File: config.mk
export PLATFORM = sky130hd
export DESIGN_NAME = mdu_hilo_flat
export DESIGN_NICKNAME = d
export VERILOG_FILES = /design/src/rtl/mdu_hilo_if.sv /design/src/rtl/mdu_hilo.sv /design/src/flat_wrapper.sv
export SDC_FILE = /design/constraint.sdc
export NUM_CORES = 1
export LEC_CHECK = 0
export CAP_MARGIN = 20
export CORE_AREA = 5 5 218 220
export CTS_BUF_LIST = sky130_fd_sc_hd__clkbuf_4 sky130_fd_sc_hd__clkbuf_8 sky130_fd_sc_hd__clkbuf_16
export CTS_CLUSTER_SIZE = 25
export DETAILED_ROUTE_END_ITERATION = 12
export DIE_AREA = 0 0 223 225
export PLACE_DENSITY = 0.57
export SLEW_MARGIN = 0
export SYNTH_ARGS = -nofsm -noshare
export SYNTH_HDL_FRONTEND = slang
export SYNTH_SLANG_ARGS = --single-unit
File: constraint.sdc
create_clock -name clk -period 20 [get_ports clk]
set_clock_uncertainty 0.05 [all_clocks]
set_input_delay 6 -clock clk [delete_from_list [all_inputs] [get_ports clk]]
set_output_delay 6 -clock clk [all_outputs]
set_load 0.1 [all_outputs]
File: src/rtl/mdu_hilo_if.sv
// Command/result bundle between the EX stage and the mdu_hilo multiply/divide unit.
interface mdu_hilo_if #(parameter int WIDTH = 32);
  logic             start;
  logic [1:0]       op;
  logic [WIDTH-1:0] a;
  logic [WIDTH-1:0] b;
  logic             flush;
  logic             hi_we;
  logic             lo_we;
  logic [WIDTH-1:0] wdata;
  logic             busy;
  logic             done;
  logic [WIDTH-1:0] hi;
  logic [WIDTH-1:0] lo;

  modport master (
    output start, op, a, b, flush, hi_we, lo_we, wdata,
    input  busy, done, hi, lo
  );

  modport slave (
    input  start, op, a, b, flush, hi_we, lo_we, wdata,
    output busy, done, hi, lo
  );
endinterface

File: src/rtl/mdu_hilo.sv
// Iterative multiply/divide unit holding the architectural HI/LO registers.
// Defining MDU_FAST_MUL_EN makes MULT/MULTU single-edge via '*'; divide stays iterative.
module mdu_hilo #(
  parameter int WIDTH = 32
) (
  input logic        clk,
  input logic        rst,
  mdu_hilo_if.slave  bus
);

  // state | meaning
  // IDLE  | waiting; MTHI/MTLO writes and start accepted here
  // MUL   | radix-2 shift-add, one multiplier bit per edge
  // DIV   | restoring division, one quotient bit per edge
  // FIX   | sign correction and HI/LO write, done pulse follows
  typedef enum logic [1:0] {S_IDLE, S_MUL, S_DIV, S_FIX} state_t;

  localparam logic [5:0] CNT_LAST = 6'(WIDTH - 1);

  state_t             state_q;
  logic [5:0]         cnt_q;
  logic               is_div_q;
  logic               neg_q;
  logic               rneg_q;
  logic               div0_q;
  logic [WIDTH-1:0]   mcand_q;
  logic [2*WIDTH-1:0] acc_q;
  logic [WIDTH-1:0]   hi_q;
  logic [WIDTH-1:0]   lo_q;
  logic               busy_q;
  logic               done_q;

  logic               accept;
  logic               signed_op;
  logic               a_neg;
  logic               b_neg;
  logic [WIDTH-1:0]   a_mag;
  logic [WIDTH-1:0]   b_mag;
  logic [WIDTH:0]     mul_sum;
  logic [2*WIDTH-1:0] mul_d;
  logic [2*WIDTH:0]   div_shift;
  logic [WIDTH:0]     div_diff;
  logic [2*WIDTH-1:0] div_d;
  logic [2*WIDTH-1:0] prod_fix;
  logic [WIDTH-1:0]   quot_fix;
  logic [WIDTH-1:0]   rem_fix;
  logic               fast_hit;
  logic [2*WIDTH-1:0] fast_prod;

`ifdef MDU_FAST_MUL_EN
  logic [2*WIDTH-1:0] a_ext;
  logic [2*WIDTH-1:0] b_ext;
`endif

  always_comb begin
    accept    = (state_q == S_IDLE) & bus.start & ~bus.flush & ~bus.hi_we & ~bus.lo_we;
    signed_op = ~bus.op[0];
    a_neg     = signed_op & bus.a[WIDTH-1];
    b_neg     = signed_op & bus.b[WIDTH-1];
    a_mag     = a_neg ? -bus.a : bus.a;
    b_mag     = b_neg ? -bus.b : bus.b;

    mul_sum   = {1'b0, acc_q[2*WIDTH-1:WIDTH]} + {1'b0, mcand_q};
    mul_d     = acc_q[0] ? {mul_sum, acc_q[WIDTH-1:1]} : {1'b0, acc_q[2*WIDTH-1:1]};

    // Partial remainder is always below twice the divisor, so WIDTH+1 bits hold the trial.
    div_shift = {acc_q, 1'b0};
    div_diff  = div_shift[2*WIDTH:WIDTH] - {1'b0, mcand_q};
    div_d     = div_diff[WIDTH] ? div_shift[2*WIDTH-1:0]
                                : {div_diff[WIDTH-1:0], div_shift[WIDTH-1:1], 1'b1};

    prod_fix  = neg_q ? -acc_q : acc_q;
    quot_fix  = div0_q ? {WIDTH{1'b1}}
                       : (neg_q ? -acc_q[WIDTH-1:0] : acc_q[WIDTH-1:0]);
    rem_fix   = rneg_q ? -acc_q[2*WIDTH-1:WIDTH] : acc_q[2*WIDTH-1:WIDTH];

`ifdef MDU_FAST_MUL_EN
    // Low 2W bits of the extended product equal the signed product modulo 2^2W.
    a_ext     = {{WIDTH{a_neg}}, bus.a};
    b_ext     = {{WIDTH{b_neg}}, bus.b};
    fast_prod = a_ext * b_ext;
    fast_hit  = accept & ~bus.op[1];
`else
    fast_prod = '0;
    fast_hit  = 1'b0;
`endif
  end

  always_ff @(posedge clk or posedge rst) begin
    if (rst) begin
      state_q  <= S_IDLE;
      cnt_q    <= '0;
      is_div_q <= 1'b0;
      neg_q    <= 1'b0;
      rneg_q   <= 1'b0;
      div0_q   <= 1'b0;
      mcand_q  <= '0;
      acc_q    <= '0;
      hi_q     <= '0;
      lo_q     <= '0;
      busy_q   <= 1'b0;
      done_q   <= 1'b0;
    end else begin
      done_q <= 1'b0;
      case (state_q)
        S_IDLE: begin
          if (bus.hi_we) hi_q <= bus.wdata;
          if (bus.lo_we) lo_q <= bus.wdata;
          if (fast_hit) begin
            hi_q   <= fast_prod[2*WIDTH-1:WIDTH];
            lo_q   <= fast_prod[WIDTH-1:0];
            done_q <= 1'b1;
          end else if (accept) begin
            cnt_q    <= '0;
            is_div_q <= bus.op[1];
            neg_q    <= a_neg ^ b_neg;
            rneg_q   <= a_neg;
            div0_q   <= bus.op[1] & (bus.b == '0);
            mcand_q  <= bus.op[1] ? b_mag : a_mag;
            acc_q    <= {{WIDTH{1'b0}}, bus.op[1] ? a_mag : b_mag};
            state_q  <= bus.op[1] ? S_DIV : S_MUL;
            busy_q   <= 1'b1;
          end
        end
        S_MUL, S_DIV: begin
          if (bus.flush) begin
            state_q <= S_IDLE;
            busy_q  <= 1'b0;
          end else begin
            acc_q <= (state_q == S_DIV) ? div_d : mul_d;
            cnt_q <= cnt_q + 6'd1;
            if (cnt_q == CNT_LAST) state_q <= S_FIX;
          end
        end
        S_FIX: begin
          state_q <= S_IDLE;
          busy_q  <= 1'b0;
          if (!bus.flush) begin
            if (is_div_q) begin
              hi_q <= rem_fix;
              lo_q <= quot_fix;
            end else begin
              hi_q <= prod_fix[2*WIDTH-1:WIDTH];
              lo_q <= prod_fix[WIDTH-1:0];
            end
            done_q <= 1'b1;
          end
        end
        default: begin
          state_q <= S_IDLE;
          busy_q  <= 1'b0;
        end
      endcase
    end
  end

  assign bus.busy = busy_q;
  assign bus.done = done_q;
  assign bus.hi   = hi_q;
  assign bus.lo   = lo_q;

endmodule

File: src/flat_wrapper.sv
// flat-port wrapper written by rule: the top's interface ports become plain ports
module mdu_hilo_flat 
#(
  parameter int WIDTH = 32
)
  (clk, rst, bus_start, bus_op, bus_a, bus_b, bus_flush, bus_hi_we, bus_lo_we, bus_wdata, bus_busy, bus_done, bus_hi, bus_lo);
  mdu_hilo_if #(.WIDTH(WIDTH)) bus_i ();
  input logic clk;
  input logic rst;
  input wire logic [$bits(bus_i.start)-1:0] bus_start;
  input wire logic [$bits(bus_i.op)-1:0] bus_op;
  input wire logic [$bits(bus_i.a)-1:0] bus_a;
  input wire logic [$bits(bus_i.b)-1:0] bus_b;
  input wire logic [$bits(bus_i.flush)-1:0] bus_flush;
  input wire logic [$bits(bus_i.hi_we)-1:0] bus_hi_we;
  input wire logic [$bits(bus_i.lo_we)-1:0] bus_lo_we;
  input wire logic [$bits(bus_i.wdata)-1:0] bus_wdata;
  output wire logic [$bits(bus_i.busy)-1:0] bus_busy;
  output wire logic [$bits(bus_i.done)-1:0] bus_done;
  output wire logic [$bits(bus_i.hi)-1:0] bus_hi;
  output wire logic [$bits(bus_i.lo)-1:0] bus_lo;
  assign bus_i.start = bus_start;
  assign bus_i.op = bus_op;
  assign bus_i.a = bus_a;
  assign bus_i.b = bus_b;
  assign bus_i.flush = bus_flush;
  assign bus_i.hi_we = bus_hi_we;
  assign bus_i.lo_we = bus_lo_we;
  assign bus_i.wdata = bus_wdata;
  assign bus_busy = bus_i.busy;
  assign bus_done = bus_i.done;
  assign bus_hi = bus_i.hi;
  assign bus_lo = bus_i.lo;
  mdu_hilo #(.WIDTH(WIDTH)) u_core (.clk(clk), .rst(rst), .bus(bus_i));
endmodule
-- Word-level counts from Yosys, hierarchy flattened
Cells that the tools add are included.
- input port bits: 104
- word-level logic and storage cells: 89
- output and inout port bits: 66
- register bits: 174
- reduce and logical (&&, ||, !) cells: 11
- equality and inequality tests: 11
- bitwise gates (word level): 12
- add/sub/neg operators: 8
- muxes and demuxes: 35
- operators by type and width (cell ; count):
    $mux 32 ; 13
    $mux 64 ; 6
    $neg 32->32 ; 4
    $pmux 32 s2 ; 2
    $pmux 64 s2 ; 1
    $neg 64->64 ; 1
    $add 32x32->33 ; 1
    $sub 33x32->33 ; 1
    $logic_not 32->1 ; 1
    $mux 6 ; 2
    $pmux 6 s2 ; 1
    $ne 2x2->1 const B ; 5
    $reduce_and 3->1 ; 3
    $mux 2 ; 4
    $and 1x1->1 ; 7
    $add 6x1->6 const B ; 1
    $eq 6x5->1 const B ; 1
    $pmux 2 s3 ; 1
    $reduce_and 2->1 ; 3
    $eq 2x2->1 const B ; 2
    $mux 1 ; 4
    $not 1->1 ; 4
    $reduce_bool 2->1 ; 2
    $ne 3x2->1 const B ; 1
    6 further kinds ; 6

-- Longest topological paths before layout
- word-level depth: 7
- mapped depth: 16
- depth with buffers taken out: 13

-- Least setup slack after synthesis
Ideal clock, no wire load.
- path type: input to register
- start point: input port bus_b[20]
- end point: register u_core.acc_q[31]
- slack: 11.295 ns
- data required time: 19.885 ns
- stages on the path: 10
- path buffers: 0
- setup time: 0.065 ns
- arrival: 8.589 ns
- cells stage by stage: or4_4 -> or3_1 -> or3_1 -> or4_1 -> or2_1 -> or3_1 -> nor2_1 -> o21a_2 -> o21a_1 -> o221a_2
- cells in the longest elaborated chain, start to end: 5
- ends and longest elaborated chain (item ; RTL line ; RTL):
    start: declaration ; flat_wrapper.sv:13 ; input wire logic [$bits(bus_i.b)-1:0] bus_b;
    $neg 32->32 ; mdu_hilo.sv:61 ; b_mag = b_neg ? -bus.b : bus.b;
    $mux 32 ; mdu_hilo.sv:61 ;
    $mux 32 ; mdu_hilo.sv:120 ; acc_q <= {{WIDTH{1'b0}}, bus.op[1] ? a_mag : b_mag};
    $mux 64 ; mdu_hilo.sv:113 ; end else if (accept) begin
    $pmux 64 s2 ; mdu_hilo.sv:105 ; case (state_q)
    end signal: assignment ; mdu_hilo.sv:120 ;
    end signal: assignment ; mdu_hilo.sv:130 ; acc_q <= (state_q == S_DIV) ? div_d : mul_d;
    end: declaration ; mdu_hilo.sv:27 ; logic [2*WIDTH-1:0] acc_q;
No other way between the ends. The select of a mux whose other input is x is not followed.
A chain may end at the register's enable or synchronous reset.

-- Final worst setup path
Ends and elaborated chain as after synthesis.

==> run metrics <==
status=finished, final reports clean; synthesized area per cell=7.81 µm²; Critical Path RT=20.35 ns; number of CTS-inserted buffers=17; first-pass GRT wire length=85.5 mm; Die Ht=225 µm; main combinational cell family by area after synthesis=compound AO/OA/AOI/OAI gates; Yosys reg bits=174; synthesized area=15,100 µm²; Core ar.=45,100 µm²; WP buf/inv=1; fillers=4,697; commonest non-fill, non-tap cell in the layout=o21ai_0; root buffer cell=clkbuf_16; Crit Path Category=in -> reg; commonest cells after routing, fill and taps aside=o21ai_0 (215), a21oi_1 (204), nand2_1 (203), dfrtp_1 (174), clkdlybuf4s50_1 (168); Min Clock Period, post-route=8.92 ns; Remaining DRCs=0; mux cell area share after synthesis=0.0660; Worst path max stage delay=0.57 ns; CP startpoint kind=input pin; total negative slack=0 ns; RSZ-0062 raised after global routing=false; Routed Antenna Nets=0; Async SR Flop Fraction=1.00; antenna violations before repair=0; pin count of the biggest net entering global routing=105; Post-Route WL=55.4 mm; final core utilization=0.398; share of cells above drive strength 1=0.0558; Initial Utilization=0.336; post-route cell area=17,900 µm²; Compound-Gate Fraction of Synth Area=0.262; CTS resizes=0; Iter 0 DRT Violations=1,375; Diodes inserted=0; Nets=2,209; vias in the first global route=14,100; Vias/cell=5.61; Die ar.=50,200 µm²; DP HPWL=42.4 mm; Final GP Congestion=0.954; GRT Overall Usage=0.215; Reg clk slew, reported paths=0.07 ns; crit-path cells=clkdlybuf4s50_1 > or4_4 > or3_1 > or3_1 > or4_1 > or2_1 > or3_1 > nor2_1 > o21a_2 > o21a_1 > o221a_2; simple-gate portion of the synthesized area=0.177; CTS tree=done; H-tree lvl count=4; Syn Nets=2,118; YS warnings=0; Slowest-stage cell, CP=or4_4; postcts setup bufs=0; Most common cell on crit path=or3_1; Final Cycle Share=0.446; Post-synth EDFFs=0; # IOs=170; global route overflow=0; Slew @ Worst Pin=1.13 ns; # rows=78; Syn Inst Count=1,940; Final Hold Fails=0; Hold Path Class=reg -> reg; Fmax=0.112 GHz; Max Cap Viol=0; Max Slew Vio Count=0; WHS=0.428 ns; Hold-fix buffers, CTS=0; die extent in x=223 µm; # setup viols final=0; area grow syn2layout=18.4%; DRT Pass-1 Iters=7; XOR/XNOR Fraction of Synth Area=0.0989; register area share after synthesis=0.288; Post-Synth Adder-Cell Area=0.0621; Netlist cell types=72; CP max FO=4; clk_lat worst skew=0.45 ns; ys flop type=dfrtp_1; via count=14,800; wire per inst=21.0 µm; Worst path top cell family by delay=simple AND/OR/NAND/NOR gates; clock sink count=174; Worst Setup End Kind=register; arrival time worst endpoint=9.27 ns; Slew HR=0.246; clk buf depth=2; buffers added on ports=169; placed cell areas=17,400 µm²
[Yosys cell counts (23+ instances only)]
master	n	area (µm²)
a211oi_1	23	173
a21o_1	45	338
a21oi_1	205	1030
clkbuf_1	99	372
dfrtp_1	174	4350
ha_1	72	901
inv_1	62	233
mux2_2	31	349
mux2i_1	65	651
nand2_1	205	769
nand2b_1	23	144
nor2_1	168	631
nor3_1	35	175
o21ai_0	215	1080
o22ai_1	39	244
o31ai_1	27	203
xnor2_1	109	955
xor2_1	62	543
[flip-flops by register name, summed over array words and instances (netlist names)]
register	flops
u_core.acc_q	64
u_core.bus.busy	1
u_core.bus.done	1
u_core.bus.hi	32
u_core.bus.lo	32
u_core.cnt_q	6
u_core.div0_q	1
u_core.is_div_q	1
u_core.mcand_q	32
u_core.neg_q	1
u_core.rneg_q	1
u_core.state_q	2
[layout make-up]
class | count | area [µm²] | share of cell area
Multi-Input combinational cell | 1584 | 10200 | 0.566
Sequential cell | 174 | 4350 | 0.243
Tap cell | 600 | 751 | 0.0419
Timing Repair Buffer | 191 | 1850 | 0.103
Clock inverter | 13 | 134 | 0.00747
Clock buffer | 19 | 447 | 0.0249
Inverter | 63 | 241 | 0.0135
[metrics by stage]
step	cells	setup slack (ns)
floorplan	1940	9.23
global placement	2612	10.66
detailed placement	2612	10.62
CTS	2644	11.10
global route	2644	10.88
finish	2644	11.08
[routing by layer]
| metal | track usage | routed length [µm] | part of all wire | vias to the layer above |
|---|---|---|---|---|
| met3 | 0.0327 | 3640 | 0.066 | 51 |
| li1 | - | - | - | 7177 |
| met5 | 0 | 0 | 0 | - |
| met4 | 0.0482 | 1050 | 0.019 | 0 |
| met1 | 0.318 | 26600 | 0.48 | 7096 |
| met2 | 0.330 | 24100 | 0.43 | 519 |
[cell families after synthesis]
family	Yosys count
buffers and inverters	182
and+or+nand+nor	578
muxes	96
xor gates and xnor gates	171
adders and majority gates	74
AOI/OAI and AO/OA	665
DFF	174
[worst register-to-register path: cells and delay by family (launching register included)]
| family | cells | cell delay (ns) |
|---|---|---|
| AOI/OAI and AO/OA | 8 | 2.18 |
| buffers and inverters | 2 | 0.72 |
| adders and majority gates | 2 | 0.69 |
| DFF | 1 | 0.64 |
| muxes | 1 | 0.32 |
| and+or+nand+nor | 1 | 0.19 |
[path summary, 6_finish.rpt]
path	startpoint	to	slack (ns)	cells after the start
max	bus_b[20]	u_core.acc_q[31]	11.08	11
max in group asynchronous	rst	u_core.state_q[0]	12.68	3
min	u_core.bus.hi[16]	u_core.bus.hi[16]	0.43	2
max reg2reg	u_core.acc_q[31]	u_core.acc_q[35]	15.07	14
min reg2reg	u_core.bus.hi[16]	u_core.bus.hi[16]	0.43	2
min in group asynchronous	rst	u_core.bus.lo[11]	5.90	2
Power is not shown: default switching activity piles up to over one toggle a cycle in this logic, so the estimate is an artifact.
